===== config.mk =====
export PLATFORM = sky130hd
export DESIGN_NAME = pipeline_ctrl
export DESIGN_NICKNAME = d
export VERILOG_FILES = /design/src/rtl/pipeline_ctrl_pkg.sv /design/src/rtl/pipeline_ctrl_predictor.sv /design/src/rtl/pipeline_ctrl.sv
export SDC_FILE = /design/constraint.sdc
export NUM_CORES = 1
export LEC_CHECK = 0
export CAP_MARGIN = 20
export CELL_PAD_IN_SITES_DETAIL_PLACEMENT = 0
export CELL_PAD_IN_SITES_GLOBAL_PLACEMENT = 1
export CORE_MARGIN = 1.5
export CORE_UTILIZATION = 33
export DETAILED_ROUTE_END_ITERATION = 10
export PLACE_DENSITY = 0.88
export RECOVER_POWER = 25
export SETUP_SLACK_MARGIN = 0.15
export SLEW_MARGIN = 20
export SYNTH_ARGS = -nofsm -noshare
export SYNTH_HDL_FRONTEND = slang
export SYNTH_HIERARCHICAL = 1
export SYNTH_SLANG_ARGS = --single-unit

===== constraint.sdc =====
create_clock -name clk -period 2 [get_ports clk]
set_input_delay 0.4 -clock clk [delete_from_list [all_inputs] [get_ports clk]]
set_output_delay 0.4 -clock clk [all_outputs]
set_load 0.005 [all_outputs]

===== src/rtl/pipeline_ctrl_pkg.sv =====
// rtl/pipeline_ctrl_pkg.sv - shared types and constants for the pipeline hazard/branch controller
//
// Purpose: predictor state encoding, default predictor reset state and the
//          saturating next-state helper used by branch_predictor_2bit.
// Ports:   none (package)

package pipeline_ctrl_pkg;

   // 2-bit saturating counter states; the MSB is the taken/not-taken prediction.
   typedef enum logic [1:0] {
      SNT = 2'b00,
      WNT = 2'b01,
      WT  = 2'b10,
      ST  = 2'b11
   } pred_state_t;

   // Weakly taken after reset.
   localparam logic [1:0] PRED_INIT_DEFAULT = 2'b10;

   // Move one step toward the resolved outcome, saturating at the end states.
   function automatic pred_state_t pred_step(input pred_state_t cur, input logic taken);
      pred_state_t nxt;
      nxt = cur;
      case (cur)
         SNT:     nxt = taken ? WNT : SNT;
         WNT:     nxt = taken ? WT  : SNT;
         WT:      nxt = taken ? ST  : WNT;
         ST:      nxt = taken ? ST  : WT;
         default: nxt = cur;
      endcase
      return nxt;
   endfunction

endpackage


===== src/rtl/pipeline_ctrl_predictor.sv =====
// rtl/pipeline_ctrl_predictor.sv - 2-bit saturating branch predictor FSM
//
// Purpose: holds the single global 2-bit predictor. The state moves one step
//          toward the resolved outcome on every edge with update=1 and holds
//          otherwise. Synchronous active-high reset to PRED_INIT.
// Ports:
//   clk      in   clock
//   reset    in   synchronous active-high reset
//   update   in   a branch resolved this cycle
//   taken    in   resolved outcome of that branch
//   state    out  current predictor state
//   predict  out  current prediction (state MSB)

module branch_predictor_2bit
   import pipeline_ctrl_pkg::*;
#(
   parameter logic [1:0] PRED_INIT = PRED_INIT_DEFAULT
) (
   input  logic       clk,
   input  logic       reset,
   input  logic       update,
   input  logic       taken,
   output logic [1:0] state,
   output logic       predict
);

   pred_state_t state_q;
   pred_state_t state_d;

   always_ff @(posedge clk) begin
      if (reset) begin
         state_q <= pred_state_t'(PRED_INIT);
      end else begin
         state_q <= state_d;
      end
   end

   always_comb begin
      state_d = state_q;
      if (update) begin
         state_d = pred_step(state_q, taken);
      end
   end

   assign state   = state_q;
   assign predict = state_q[1];

endmodule


===== src/rtl/pipeline_ctrl.sv =====
// rtl/pipeline_ctrl.sv - load-use hazard and branch-recovery controller for the 5-stage pipeline
//
// Purpose: detects load-use hazards and EX-stage mispredictions, drives the
//          stall/flush controls and PC source select, hosts the branch
//          predictor and keeps branch/mispredict/stall performance counters.
// Ports:
//   clk, reset                 clock, synchronous active-high reset
//   id_rs1_i, id_rs2_i         source registers of the instruction in ID
//   id_branch_i                instruction in ID is a branch
//   ex_memread_i, ex_rd_i      instruction in EX is a load, and its rd
//   ex_branch_i                branch in EX resolved this cycle
//   ex_taken_i, ex_predict_i   actual outcome and carried prediction of that branch
//   predict_o                  prediction for the branch in ID
//   stall_o                    hold PC and IF/ID
//   ifid_flush_o               squash IF/ID
//   idex_flush_o               insert bubble into ID/EX
//   pc_sel_o                   1 = load PC from the EX not-chosen PC
//   pred_state_o               current predictor state
//   branch_cnt_o, mispredict_cnt_o, stall_cnt_o   performance counters

module pipeline_ctrl
   import pipeline_ctrl_pkg::*;
#(
   parameter int         CNT_W     = 32,
   parameter logic [1:0] PRED_INIT = PRED_INIT_DEFAULT
) (
   input  logic             clk,
   input  logic             reset,
   input  logic [4:0]       id_rs1_i,
   input  logic [4:0]       id_rs2_i,
   input  logic             id_branch_i,
   input  logic             ex_memread_i,
   input  logic [4:0]       ex_rd_i,
   input  logic             ex_branch_i,
   input  logic             ex_taken_i,
   input  logic             ex_predict_i,
   output logic             predict_o,
   output logic             stall_o,
   output logic             ifid_flush_o,
   output logic             idex_flush_o,
   output logic             pc_sel_o,
   output logic [1:0]       pred_state_o,
   output logic [CNT_W-1:0] branch_cnt_o,
   output logic [CNT_W-1:0] mispredict_cnt_o,
   output logic [CNT_W-1:0] stall_cnt_o
);

   localparam logic [CNT_W-1:0] CNT_ONE = CNT_W'(1);

   logic hazard;
   logic mispredict;
   logic predict;

   logic [CNT_W-1:0] branch_cnt_q;
   logic [CNT_W-1:0] mispredict_cnt_q;
   logic [CNT_W-1:0] stall_cnt_q;

   branch_predictor_2bit #(
      .PRED_INIT (PRED_INIT)
   ) u_predictor (
      .clk     (clk),
      .reset   (reset),
      .update  (ex_branch_i),
      .taken   (ex_taken_i),
      .state   (pred_state_o),
      .predict (predict)
   );

   assign predict_o = predict;

   // x0 is hardwired zero, so a load targeting it never creates a dependency.
   assign hazard = ex_memread_i && (ex_rd_i != 5'd0) &&
                   ((ex_rd_i == id_rs1_i) || (ex_rd_i == id_rs2_i));

   assign mispredict = ex_branch_i && (ex_taken_i != ex_predict_i);

   // A mispredict squashes the dependent ID instruction anyway, so it takes
   // priority over the stall. The predicted-taken redirect for an ID branch is
   // only taken when that branch is actually leaving ID (no stall).
   always_comb begin
      stall_o      = 1'b0;
      idex_flush_o = 1'b0;
      pc_sel_o     = 1'b0;
      ifid_flush_o = 1'b0;
      if (!reset) begin
         stall_o      = hazard && !mispredict;
         idex_flush_o = hazard || mispredict;
         pc_sel_o     = mispredict;
         ifid_flush_o = mispredict || (id_branch_i && predict && !hazard);
      end
   end

   // Reset takes precedence over every increment in the same cycle.
   always_ff @(posedge clk) begin
      if (reset) begin
         branch_cnt_q     <= '0;
         mispredict_cnt_q <= '0;
         stall_cnt_q      <= '0;
      end else begin
         if (ex_branch_i) begin
            branch_cnt_q <= branch_cnt_q + CNT_ONE;
         end
         if (mispredict) begin
            mispredict_cnt_q <= mispredict_cnt_q + CNT_ONE;
         end
         if (stall_o) begin
            stall_cnt_q <= stall_cnt_q + CNT_ONE;
         end
      end
   end

   assign branch_cnt_o     = branch_cnt_q;
   assign mispredict_cnt_o = mispredict_cnt_q;
   assign stall_cnt_o      = stall_cnt_q;

endmodule


After elaboration in Yosys (flattened, before gate mapping)
Cells that the tools add are included.
{"block": "totals", "register_bits": 98, "input_bits": 22, "wordCells": 35, "output_inout_bits": 103}
{"block": "op_classes", "n_mux": 9, "eq_ne": 6, "reduce_logical": 13, "addsub": 3}
{"cell": "32-bit by 1-bit adder with 32-bit output, second input constant", "n": 3}
{"cell": "5-bit equality test", "n": 2}
{"cell": "2-bit one-hot mux with 4 select lines", "n": 1}
{"cell": "1-bit logical AND", "n": 6}
{"cell": "1-bit two-way mux", "n": 6}
{"cell": "5-bit nonzero test", "n": 1}
{"cell": "2-bit equality test, second input constant", "n": 2}
{"cell": "2-bit two-way mux", "n": 2}
{"cell": "1-bit logical OR", "n": 3}
{"cell": "2-bit by 1-bit equality test with 1-bit output, second input constant", "n": 1}
{"cell": "1-bit logical NOT", "n": 2}
{"cell": "2-bit logical NOT", "n": 1}
{"cell": "1-bit inequality test", "n": 1}

Longest topological paths before layout
Gate-level depths: netlist of the first run.
{"block": "logic_depth", "word_depth": 7, "mapped_depth": 8, "mapped_depth_nobuf": 6}

By module
The synthesis of the first run kept the hierarchy.
{"mod": "pipeline_ctrl", "instances": 1, "area_each_um2": 4742.0, "seq_area_each_um2": 1921.8, "cells_per_inst": 559}
{"mod": "branch_predictor_2bit", "instances": 1, "area_each_um2": 96.3, "seq_area_each_um2": 40.0, "cells_per_inst": 12}

Least setup slack after synthesis of the first run
No wires, ideal clock.
{"block": "synth_path", "kind": "in2out", "from": "in ex_rd_i[1]", "to": "out ifid_flush_o", "stages": 6, "t_arrival_ps": 1691, "required_time_ps": 1600, "path_buffers": 2, "setup_slack_ps": -91, "cell_sequence": "or4_1 o21ai_0 buf_2 buf_4 o211ai_1 a21oi_1"}
{"block": "synth_via", "elab_chain_cells": 7, "elab_cells_between_ends": 10, "classes_between": "eq/ne: 2; mux: 1; reduce/logical: 7"}
{"element": "from (decl)", "line": "pipeline_ctrl.sv:33", "source": "input logic [4:0] ex_rd_i,"}
{"element": "5-bit equality test or 5-bit nonzero test (tied branches)", "line": "pipeline_ctrl.sv:73, pipeline_ctrl.sv:72"}
{"element": "1-bit logical OR or 1-bit logical AND (tied branches)", "line": "pipeline_ctrl.sv:73, pipeline_ctrl.sv:72"}
{"element": "1-bit logical AND (*)", "line": "pipeline_ctrl.sv:72", "source": "assign hazard = ex_memread_i && (ex_rd_i != 5'd0) &&"}
{"element": "1-bit logical NOT (*)", "line": "pipeline_ctrl.sv:89", "source": "ifid_flush_o = mispredict || (id_branch_i && predict && !hazard);"}
{"element": "1-bit logical AND (*)", "line": "pipeline_ctrl.sv:89"}
{"element": "1-bit logical OR (*)", "line": "pipeline_ctrl.sv:89"}
{"element": "1-bit two-way mux (*)", "line": "pipeline_ctrl.sv:85", "source": "if (!reset) begin"}
{"element": "to (decl)", "line": "pipeline_ctrl.sv:39", "source": "output logic ifid_flush_o,"}
Every way passes the cells marked *; elsewhere a longest branch is shown, timed or not.

Worst setup path after layout of the first run
Same ends and word-level chain as after synthesis.

==> metrics.txt, run 1 <==
Crit Path Max Fanout 2; top-level port count approximately 130; DR WL/cell about 16 um; synth warn 6; critical path class input pin to output pin; post-route cell area 0.00786 sq mm; vias per cell roughly 5.3; Synth Instances approximately 570; fmax 0.473 GHz; Max-Cap Viols 0; LEAKAGE about 2.8 nW; min-delay worst type input pin to flip-flop; Final GP Congestion around 0.90; Layout area overhead 62.5%; row cnt 44; hold slack 0.472 ns; DP Area around 0.0066 sq mm; Post-synth EDFFs 0; CTS tree built; DRT antenna net count 0; pre-CTS setup slack -0.815 ns; Hold Vio Cnt, Final 0; initial antenna violation count 0; number of hold buffers added after CTS 0; Final Net Count ~800; share of cells above drive strength 1 29.6%; crit path DAT 1.72 ns; CP bufs+invs 4; Ant. Diodes 0; clock root buffer master clkbuf_16; failing checks negative setup slack; syn nets just under 600; largest net degree at the start of global routing between 50 and 60; VDD IR max about 0.36 mV; Total GRT Usage 19.2%; core area between 0.01 and 0.015 sq mm; Max transition margin 25.3%; status finished, violations left; mean area per synthesized cell between 8 and 9 sq um; PnR worst setup slack -0.115 ns; vias in the first global route between 4,000 and 5,000; CTS clk-pin slew, worst paths 0.06 ns; Num CTS Buffers 9; input/output buffers between 100 and 150; global route total overflow 0; H-tree Lvls 3; fill count between 1,000 and 1,500; non-filler cells, final a little under 1,000; cell family with most CP delay buffers and inverters; Finish-stage setup viols 1; starting density of the core roughly a third; die area roughly 0.015 sq mm; Crit path top cell by count buf_6; Post-Syn Area a little under 0.005 sq mm; register bit total from synthesis 98; Post-synth ARST share 0%; pwr/cell area ~530 mW/mm^2; Routed Wire Length between 15,000 and 20,000 um; DRC 0; first-pass GRT wire length ~23,000 um; hold path startpoint ex_branch_i; period utilization 106%; crit path max-delay cell type a22oi_2; DP HPWL around 9800 um; Reg-to-Reg Start stall_cnt_o[1]$_SDFFE_PP0P_; # placed instances slightly above 900; clock sink count 98; Die Wd 124 um; Crit. Startpoint ex_rd_i[1]; via count 5,159; CP peak stage delay between 0.2 and 0.25 ns; crit path time final ~2.1 ns; Pre-Repair DR Iteration Count 4; unrepaired setup endpoints after global routing true; Layout Skew about 0.01 ns; Worst-Margin Slew between 1 and 1.5 ns; worst-case clock buffer depth 2; Netlist cell types 47; Critical Path RT about 1.6 ns; Die Y around 120 um; CP endpoint kind output pin; post-synthesis sequential area ratio about 41%; Slew Viols, Final 0; kind of start point of the critical path input pin; prevailing post-synth register cell dfxtp_1; CP Cell Sequence buf_6, buf_6, xor2_1, nor2_1, a22oi_2, buf_4, o211ai_1, a21oi_1, buf_2; worst skew pair latency roughly 0.35 ns; initial detailed-routing violation count roughly 290
[report_power, final]
group / switching, W / internal [W] / leakage (nW)
clock network: 0.000797 / 0.00101 / 0.150
registers: 0.0000171 / 0.00196 / 0.803
logic: 0.000197 / 0.000199 / 1.88
total: 0.00101 / 0.00317 / 2.83
[metal layers]
metal | routed length [um] | up-vias | GRT usage (%)
met5 | 0 | - | 0
met1 | 6630 | 2512 | 23.7
met4 | 584 | 0 | 10.3
met3 | 558 | 42 | 3.21
met2 | 7690 | 123 | 32.1
li1 | - | 2482 | -
[cell usage after synthesis, drive strengths merged, types with 9 or more instances]
library cell	instances	area [sq um]
nand2	38	143
nand3	28	158
o31ai	21	158
nor2	65	244
buf	13	70.1
or3	14	88.8
clkbuf	19	71.3
inv	14	52.6
xnor2	24	210
or4	22	166
o21ai	16	80.1
nand4	31	224
xor2	39	342
and3	12	75.1
dfxtp	98	1960
nor3	20	128
and4	9	78.8
a21oi	44	220
[kinds of logic (layout without fill, tap and decap cells)]
family	count (synthesis)	count (layout)	synth area share, %
muxes	2	2	0.440
xor gates and xnor gates	63	63	11.4
AOI/OAI and AO/OA	95	95	12.1
adders and majority gates	3	3	0.776
buffers and inverters	46	258	4.01
DFF	98	98	40.5
and+or+nand+nor	264	264	30.7
[layout by cell type (no fill, tap or decap), drive strengths merged, types with 22 or more instances in the layout]
cell           instances
a21oi                 44
buf                  101
clkbuf                29
clkdlybuf4s50         91
dfxtp                 98
nand2                 38
nand3                 28
nand4                 31
nor2                  65
or4                   22
xnor2                 24
xor2                  39
[path summary, 6_finish.rpt]
path | endpoint | slack (ns) | depth (start not counted)
hold reg to reg | mispredict_cnt_o[31]$_SDFFE_PP0P_ | 0.48 | 2
hold / removal | u_predictor/state[0]$_SDFFE_PP0P_ | 0.47 | 3
setup / recovery | ifid_flush_o | -0.12 | 9
setup reg to reg | stall_cnt_o[14]$_SDFFE_PP0P_ | 0.04 | 8
[metrics by stage]
step / total power (W) / util (%) / TNS (ns)
finish: 0.00418 / 54.5 / -0.115
floorplan: 0.00216 / - / 0
CTS: 0.00417 / 51.1 / -0.0145
global route: 0.00432 / 54.5 / -0.785
global placement: 0.00230 / 46.1 / -31.98
detailed placement: 0.00231 / 46.1 / -34.95
[registers in the layout, indices dropped and copies added, names as in the netlist]
| signal | cells |
|---|---|
| branch_cnt_o | 32 |
| stall_cnt_o | 32 |
| u_predictor/state | 2 |
| mispredict_cnt_o | 32 |
[final cells by class]
cell class	instances	area [sq um]	area share [%]
well taps	184	230	2.93
inverters	14	52.6	0.668
clock inverters	5	61.3	0.780
repair buffers	228	2180	27.7
flip-flops and latches	98	2000	25.5
clock buffers	11	243	3.09
multi-input cells	427	3100	39.4
[worst reg2reg max path, cell delays in order, from the launching register on]
cell     delay, ns
dfxtp_1       0.44
ha_2          0.25
nand2_2       0.10
nor3_4        0.22
buf_6         0.14
buf_4         0.11
nand2_1       0.11
o41ai_1       0.31
a21oi_1       0.12
[what timing repair did]
action	4_1_cts	5_1_grt
gates resized for setup	116	96
gates cloned	4	2
pin swaps	59	52
endpoints found under the setup margin	80	46
buffers inserted	23	16
Note: power is estimated with default switching activity, not from simulation.
==> inputs of run 2 (changes only) <==
- CORE_MARGIN: 1.5 -> 3
- clock period: 2 -> 1.9 ns (I/O delays scaled with it)
==> run 2 against run 1 <==
- the run still ends with negative setup slack left
- clock skew is 0.0018 ns lower
- global-route usage down 1.0 points
- sequential power is 6% higher
- critical path type unchanged
- critical endpoint unchanged
- largest cell class unchanged
- largest power group unchanged
==> metrics.txt, run 2 (synthesis results as in run 1) <==
worst skew pair latency ~0.36 ns; CP endpoint kind output pin; clock sink count between 90 and 100; CTS tree built; Reg-to-Reg Start stall_cnt_o[3]$_SDFFE_PP0P_; Crit. Startpoint ex_rd_i[3]; DRT antenna net count 0; global route total overflow 0; Die Y 127 um; worst-case clock buffer depth 2; top-level port count approximately 130; vias in the first global route just under 5,000; critical path class input pin to output pin; first-pass GRT wire length ~24,000 um; DP HPWL ~10,000 um; P_sw about 0.0011 W; R2R setup slack 0.04 ns; VDD IR max 0.454 mV; commonest non-fill, non-tap cells in the layout clkdlybuf4s50_1 (83), dfxtp_1 (72), buf_4 (69), nor2_1 (65), xor2_1 (35); Worst Setup EP ifid_flush_o; Layout Skew around 0.0079 ns; starting density of the core 34.3%; unrepaired setup endpoints after global routing true; sequential share of power approximately half; Setup TNS Final -0.131 ns; fmax around 0.5 GHz; share of cells above drive strength 1 between 30% and 40%; Die Wd ~130 um; Final Net Count 800; PnR worst setup slack -0.0855 ns; Pre-Repair DR Iteration Count 4; crit path time final 1.99 ns; Total GRT Usage a little under a fifth; Routed Wire Length between 15,000 and 20,000 um; pre-CTS setup slack -0.898 ns; DR WL/cell between 15 and 20 um; number of hold buffers added after CTS 0; Finish-stage setup viols 2; Critical Path RT roughly 1.5 ns; Crit Path Max Fanout 3; failing checks negative setup slack; CTS clk-pin slew, worst paths 0.07 ns; Num CTS Buffers 9; Layout area overhead 64.5%; commonest non-fill, non-tap cell in the layout clkdlybuf4s50_1; Worst-Margin Slew around 1.3 ns; switch share a little over a quarter; Max transition margin between 10% and 20%; initial detailed-routing violation count 250; Hold Vio Cnt, Final 0; largest net degree at the start of global routing 67; Gate power share 9.5%; status finished, violations left; period utilization 104%; die area between 0.015 and 0.02 sq mm; initial antenna violation count 1; Clock power frac between 40% and 50%; pwr/cell area roughly 540 mW/mm^2; H-tree Lvls 3; kind of start point of the critical path input pin; row cnt 43; internal power about 0.0032 W; LEAKAGE ~3.0 nW; Final GP Congestion around 0.82; Total Power 0.00432 W; DRC 0; crit path DAT approximately 1.6 ns; R2R cell count 6; fin util a little under three fifths; Max-Cap Viols 0; input/output buffers 124; core area 0.0141 sq mm; min-delay worst type flip-flop to flip-flop; via count ~5,200; Slew Viols, Final 0; clock root buffer master clkbuf_16; vias per cell between 5 and 6; RR Endpoint stall_cnt_o[22]$_SDFFE_PP0P_
==> run 2: cell types whose count changed in the layout (fill, tap and decap cells not counted), sizes merged, moves of 2 or more <==
cell	before	now
dlymetal6s2s	0	13
clkdlybuf4s50	91	83
dlygate4sd3	9	1
clkbuf	29	22
inv	15	19
clkdlybuf4s15	3	6
dlygate4sd2	4	7
bufbuf	2	0
==> run 2: power groups by stage <==
stage          logic, W  clock network [W]  registers [W]
4_1_cts        0.000340            0.00188        0.00208
3_3_place_gp   0.000297                  0        0.00213
3_5_place_dp   0.000310                  0        0.00213
2_1_floorplan  0.000147                  0        0.00213
6_report       0.000410            0.00183        0.00208
5_1_grt        0.000439            0.00200        0.00208
==> run 2: worst min path at each step <==
stage                                 start                                end  slack [ns]  cells past startpoint
4_1_cts                          ex_taken_i  u_predictor/state[0]$_SDFFE_PP0P_        0.49                      4
3_3_place_gp   stall_cnt_o[31]$_SDFFE_PP0P_       stall_cnt_o[31]$_SDFFE_PP0P_        0.47                      2
2_1_floorplan                         reset  u_predictor/state[0]$_SDFFE_PP0P_        0.45                      1
5_1_grt        stall_cnt_o[26]$_SDFFE_PP0P_       stall_cnt_o[26]$_SDFFE_PP0P_        0.50                      2
3_5_place_dp   stall_cnt_o[31]$_SDFFE_PP0P_       stall_cnt_o[31]$_SDFFE_PP0P_        0.47                      2
6_report       stall_cnt_o[26]$_SDFFE_PP0P_       stall_cnt_o[26]$_SDFFE_PP0P_        0.49                      2
==> run 2: per-stage QoR <==
step           instance area, sq um  cells  hold WS [ns]
3_3_place_gp                   6720    908         0.465
2_1_floorplan                  4900    571         0.452
3_5_place_dp                   6720    908         0.473
6_report                       7960    961         0.494
4_1_cts                        7330    940         0.490
5_1_grt                        7960    961         0.504
==> run 2: what timing repair did <==
item | in CTS | in global routing
gates cloned | 2 | 5
setup buffers | 14 | 15
gates resized for setup | 122 | 129
pin swaps | 39 | 47
endpoints found under the hold margin | 0 | 0
setup endpoints to repair | 96 | 85
==> run 2: worst max-delay path: stages <==
cell,delay (ns)
buf_6,0.09
or4_4,0.55
o21ai_4,0.19
o211ai_1,0.11
a21oi_1,0.15
buf_2,0.13
==> run 2: cell type report <==
cell class	count	area (sq um)
inverters	14	52.6
clock inverters	7	66.3
repair buffers	224	2150
diodes	1	2.50
fillers	1230	6140
well taps	180	225
clock buffers	9	225
multi-input cells	428	3240
flip-flops and latches	98	2000
==> run 2: routing by layer <==
metal	vias to the layer above	GRT usage (%)	wire [um]
li1	2481	-	-
met2	146	30.9	8120
met4	0	7.89	509
met3	39	3.43	728
met5	-	0	0
met1	2490	22.7	6920
